<file path="src/rtl/mbisr_repair_engine.sv">
// rtl/mbisr_repair_engine.sv - MBISR repair engine: dedup failing addresses, allocate spare rows, remap user port
module mbisr_repair_engine #(
    parameter int ADDR_WIDTH = 8,
    parameter int DATA_WIDTH = 8,
    parameter int MAX_REPAIRS = 16,
    parameter logic [ADDR_WIDTH-1:0] SPARE_BASE = 'hF0,
    localparam int CW = $clog2(MAX_REPAIRS + 1),
    localparam int IW = $clog2(MAX_REPAIRS)
) (
    input  logic                  clk,
    input  logic                  rst,
    input  logic                  fail_valid,
    output logic                  fail_ready,
    input  logic [ADDR_WIDTH-1:0] fail_addr,
    input  logic                  lock,
    input  logic                  clear,
    output logic [CW-1:0]         repair_count,
    output logic                  repair_full,
    output logic                  repair_overflow,
    output logic                  spare_fault,
    input  logic [IW-1:0]         rd_idx,
    output logic [ADDR_WIDTH-1:0] rd_addr,
    output logic                  rd_valid,
    input  logic [ADDR_WIDTH-1:0] user_addr,
    input  logic [DATA_WIDTH-1:0] user_wdata,
    input  logic                  user_we,
    input  logic                  user_en,
    output logic [DATA_WIDTH-1:0] user_rdata,
    output logic [ADDR_WIDTH-1:0] mem_addr,
    output logic [DATA_WIDTH-1:0] mem_wdata,
    output logic                  mem_we,
    output logic                  mem_en,
    input  logic [DATA_WIDTH-1:0] mem_rdata
);
    typedef enum logic {ST_IDLE, ST_CHECK} state_t;

    state_t                  r_state;
    state_t                  w_next_state;
    logic [ADDR_WIDTH-1:0]   r_pend_addr;
    logic [ADDR_WIDTH-1:0]   r_table [MAX_REPAIRS];
    logic [MAX_REPAIRS-1:0]  r_valid;
    logic [CW-1:0]           r_count;
    logic                    r_overflow;
    logic                    r_spare_fault;

    logic                    w_accept;
    logic                    w_set_spare;
    logic                    w_set_ovf;
    logic                    w_alloc;
    logic                    w_dup;
    logic                    w_full;
    logic                    w_in_spare;
    logic [ADDR_WIDTH-1:0]   w_spare_off;

    // Modular offset from the spare base, so a base near the top of the space wraps correctly
    assign w_spare_off = r_pend_addr - SPARE_BASE;
    assign w_in_spare  = 32'(w_spare_off) < 32'(MAX_REPAIRS);
    assign w_full      = (r_count == CW'(MAX_REPAIRS));

    always_comb begin
        w_dup = 1'b0;
        for (int k = 0; k < MAX_REPAIRS; k++) begin
            if (r_valid[k] && (r_table[k] == r_pend_addr)) w_dup = 1'b1;
        end
    end

    always_ff @(posedge clk or posedge rst) begin
        if (rst) r_state <= ST_IDLE;
        else     r_state <= w_next_state;
    end

    always_comb begin
        w_next_state = r_state;
        fail_ready   = 1'b0;
        w_accept     = 1'b0;
        w_set_spare  = 1'b0;
        w_set_ovf    = 1'b0;
        w_alloc      = 1'b0;
        case (r_state)
            ST_IDLE: begin
                fail_ready = !lock && !clear;
                w_accept   = fail_valid && fail_ready;
                if (w_accept) w_next_state = ST_CHECK;
            end
            ST_CHECK: begin
                w_next_state = ST_IDLE;
                if (!clear) begin
                    if (w_in_spare)   w_set_spare = 1'b1;
                    else if (w_dup)   w_set_spare = 1'b0;
                    else if (w_full)  w_set_ovf   = 1'b1;
                    else              w_alloc     = 1'b1;
                end
            end
            default: w_next_state = ST_IDLE;
        endcase
        if (clear) w_next_state = ST_IDLE;
    end

    always_ff @(posedge clk or posedge rst) begin
        if (rst) begin
            r_pend_addr   <= '0;
            r_valid       <= '0;
            r_count       <= '0;
            r_overflow    <= 1'b0;
            r_spare_fault <= 1'b0;
            for (int k = 0; k < MAX_REPAIRS; k++) r_table[k] <= '1;
        end else begin
            if (w_accept) r_pend_addr <= fail_addr;
            if (clear) begin
                r_valid       <= '0;
                r_count       <= '0;
                r_overflow    <= 1'b0;
                r_spare_fault <= 1'b0;
                for (int k = 0; k < MAX_REPAIRS; k++) r_table[k] <= '1;
            end else begin
                if (w_set_spare) r_spare_fault <= 1'b1;
                if (w_set_ovf)   r_overflow    <= 1'b1;
                if (w_alloc) begin
                    r_count <= r_count + CW'(1);
                    for (int k = 0; k < MAX_REPAIRS; k++) begin
                        if (r_count == CW'(k)) begin
                            r_table[k] <= r_pend_addr;
                            r_valid[k] <= 1'b1;
                        end
                    end
                end
            end
        end
    end

    // Entries are unique, so at most one index can hit
    always_comb begin
        mem_addr = user_addr;
        for (int k = 0; k < MAX_REPAIRS; k++) begin
            if (r_valid[k] && (r_table[k] == user_addr)) mem_addr = SPARE_BASE + ADDR_WIDTH'(k);
        end
    end

    always_comb begin
        rd_addr  = '1;
        rd_valid = 1'b0;
        for (int k = 0; k < MAX_REPAIRS; k++) begin
            if (rd_idx == IW'(k)) begin
                rd_addr  = r_table[k];
                rd_valid = r_valid[k];
            end
        end
    end

    assign repair_count    = r_count;
    assign repair_full     = w_full;
    assign repair_overflow = r_overflow;
    assign spare_fault     = r_spare_fault;
    assign user_rdata      = mem_rdata;
    assign mem_wdata       = user_wdata;
    assign mem_we          = user_we;
    assign mem_en          = user_en;
endmodule

</file>
<file path="config.mk">
export PLATFORM = sky130hd
export DESIGN_NAME = mbisr_repair_engine
export DESIGN_NICKNAME = d
export VERILOG_FILES = /design/src/rtl/mbisr_repair_engine.sv
export SDC_FILE = /design/constraint.sdc
export NUM_CORES = 1
export LEC_CHECK = 0
export ABC_AREA = 0
export BUFFER_PORTS_ARGS = -buffer_cell sky130_fd_sc_hd__buf_2
export CAP_MARGIN = 10
export CELL_PAD_IN_SITES_DETAIL_PLACEMENT = 2
export CELL_PAD_IN_SITES_GLOBAL_PLACEMENT = 2
export CORE_UTILIZATION = 42
export CTS_CLUSTER_DIAMETER = 100
export DETAILED_ROUTE_END_ITERATION = 8
export PLACE_DENSITY_LB_ADDON = 0.12
export SLEW_MARGIN = 20
export SYNTH_ARGS = -nofsm -noshare
export SYNTH_HDL_FRONTEND = slang
export SYNTH_SLANG_ARGS = --single-unit
</file>
<file path="constraint.sdc">
create_clock -name clk -period 8.7 [get_ports clk]
set_clock_uncertainty 0.2 [all_clocks]
set_input_delay 1.74 -clock clk [delete_from_list [all_inputs] [get_ports clk]]
set_output_delay 1.74 -clock clk [all_outputs]
set_load 0.05 [all_outputs]
</file>
==> qor.yml <==
status: "finished, final reports clean"
cts_root_buf: "clkbuf_16"
cp_max_fo: 39
cp-start-kind: "input port"
final_antenna_net_count: 0
cts_made_buffers: 17
cts_tree: "yes"
synth_area_leaders: "dfstp_2, xnor2_1, mux2i_1"
timing.fmax_ghz: 0.142
clk_latency_ns: 0.45
yosys_register_bits: 160
postSynth.asyncResetShare: 1.00
drc_errors: 0
cts_buffer_depth: 2
synthTopCellsByCount: "nor2_1, xnor2_1, mux2i_1"
wirelength_mm: 51.2
fill_cells: 3024
seq_area_frac_synth: 0.351
drt-vias-per-instance: 6.25
p_comb_frac: 0.240
worstSetupPathType: "in2out"
p_per_area_mw_per_mm2: 159
die_w_um: 170
initial_core_util: 0.427
startpoint: "rd_idx[1]"
grtUsageTotal: 0.367
synth-edff-count: 0
ir_drop_uv: 120
cts_resized: 0
wl_per_cell_um: 30.9
setup_viol: 0
grt_pass1_wl_mm: 76.5
synth.most_common_cell: "nor2_1"
syn_area_mm2: 0.0119
endpoint_kind: "output pin"
hp-class: "reg2reg"
critPathRequiredTime_ns: 6.76
ys_types: 66
p_clk_frac: 0.382
min_period_ns: 7.04
dp_cells: 1623
synthCells: 1276
gp_congestion: 0.964
p_leak_uw: 0.00428
grt_pass1_vias: 11000
switchingPower_uw: 737
drive_gt1_frac: 0.240
antenna_found_initial: 0
hold_start: "r_pend_addr[6]$_DFFE_PP0P_"
tightest_slew_ns: 1.02
setup_tns_ns: 0
p_sw_frac: 0.361
syn_avg_cell_area_um2: 9.30
io_buffers: 50
rows: 61
p_int_uw: 1310
firstDrtPassIters: 6
grt_max_degree: 101
htreeDepth: 4
yosys.area.top_type: "dfstp_2"
rrSetupSlack_ns: 4.73
crit_top_cell: "buf_2"
diodes: 0
ys.flop_type: "dfstp_2"
vias: 10400
nets: 1312
final.period_utilization: 0.809
pin_count: 87
dieArea_mm2: 0.0289
yosys.area.top_type_share: 0.283
slew_headroom: 0.318
p_seq_frac: 0.378
synth_nets: 1324
path_clk_slew_ns: 0.07
postCtsHoldBufs: 0
hold_viol: 0
rr_startpoint: "r_pend_addr[5]$_DFFE_PP0P_"
critPathSlowestCell: "clkinv_1"
stdcell_count: 1655
hpwl_mm: 34.0
ys_warn_count: 0
dr.first_iter.drc_count: 975
critical_path_arrival_ns: 5.10
rsz0062_at_grt: "false"
die_h_um: 170
maxCapViolCount: 0
area.growth.synth_to_final_pct: 8.51
cts_sinks: 160
slew_viol_final: 0
path_cells: "buf_2, clkinv_1, nand2_1, o22ai_1, a221oi_1, o31ai_1, a222oi_1, buf_2"
critPathMaxStageDelay_ns: 0.78
postCtsSetupBuffers: 0
core_area_mm2: 0.0278
grt_overflow_total: 0
## layout by cell type (no fill, tap or decap), types with 5 or more instances in the layout
master     synthesis  layout
xnor2_1          177     177
nor2_1           180     174
mux2i_1          141     141
dfstp_2          128     128
xor2_1            79      79
nand2_1           53      53
buf_2             26      49
nor3_1            44      43
nand4_1           40      40
o21ai_0           37      37
buf_4             32      36
nand3_1           35      35
a21oi_1           33      33
dfrtp_1           32      32
clkbuf_16          0      17
nor4_1            31      16
nor4_2             0      15
mux2_2            15      15
inv_1             15      14
o21ba_2           12      12
o22ai_1           10      10
or3_1              9       9
mux4_2             7       7
inv_6              0       6
nor2_2             0       5
nand2b_1           5       5
o221ai_1           5       5
ha_1               5       5
## per-stage QoR
stage | power, uW | cell area, um^2 | utilization | hold slack [ns] | worst slack [ns]
after global routing | 2090 | 12900 | 0.464 | 0.346 | 1.54
final | 2040 | 12900 | 0.464 | 0.319 | 1.66
after detailed placement | 1260 | 12300 | 0.443 | 0.306 | 1.82
after global placement | 1240 | 12300 | 0.443 | 0.287 | 1.92
after floorplan | 1140 | 11900 | - | 0.305 | 2.44
after CTS | 2040 | 12900 | 0.464 | 0.323 | 1.78
## power groups by stage
stage | combinational, uW | clock [uW] | sequential [uW]
finish | 490 | 781 | 772
global route | 511 | 810 | 773
CTS | 483 | 790 | 772
detailed placement | 474 | 0 | 783
global placement | 455 | 0 | 782
floorplan | 360 | 0 | 777
## worst max-delay path, delay by kind of cell
family	cells	cell delay, ns
AOI/OAI and AO/OA	4	1.02
buffers and inverters	3	1.81
and+or+nand+nor	1	0.49
## flip-flops by register name, indices dropped and copies added, names as in the netlist
signal           count
spare_fault          1
r_state              1
repair_overflow      1
repair_count         5
r_valid             16
r_table            128
r_pend_addr          8
## per-layer routing
metal | track usage | up-vias | wire length [um]
met5 | 0 | - | 0
met4 | 0.137 | 0 | 1620
met3 | 0.0500 | 99 | 2920
met2 | 0.593 | 385 | 24100
met1 | 0.499 | 5491 | 22600
li1 | - | 4376 | -
## final cells by class
class	count	area, um^2	share of cell area
Inverter	17	68.8	0.00534
Tap cell	378	473	0.0367
Sequential cell	160	4160	0.323
Multi-Input combinational cell	983	7080	0.550
Timing Repair Buffer	85	515	0.0400
Clock buffer	20	467	0.0362
Clock inverter	12	113	0.00874
## path summary, 6_finish.rpt
path	cells past startpoint	end
hold reg to reg	1	r_pend_addr[6]$_DFFE_PP0P_
setup reg to reg	9	r_valid[13]$_DFFE_PP0P_
hold / removal	1	r_pend_addr[6]$_DFFE_PP0P_
max in group asynchronous	3	r_valid[13]$_DFFE_PP0P_
min in group asynchronous	2	repair_overflow$_DFFE_PP0P_
setup / recovery	8	rd_addr[3]
## kinds of logic after synthesis
| family | synth area share |
|---|---|
| simple gates | 0.161 |
| xor+xnor | 0.189 |
| mux | 0.146 |
| flops | 0.351 |
| compound gates | 0.0843 |
| buf+inv | 0.0628 |
| fa+ha+maj | 0.00527 |
Power figures use the tool's default switching activity.
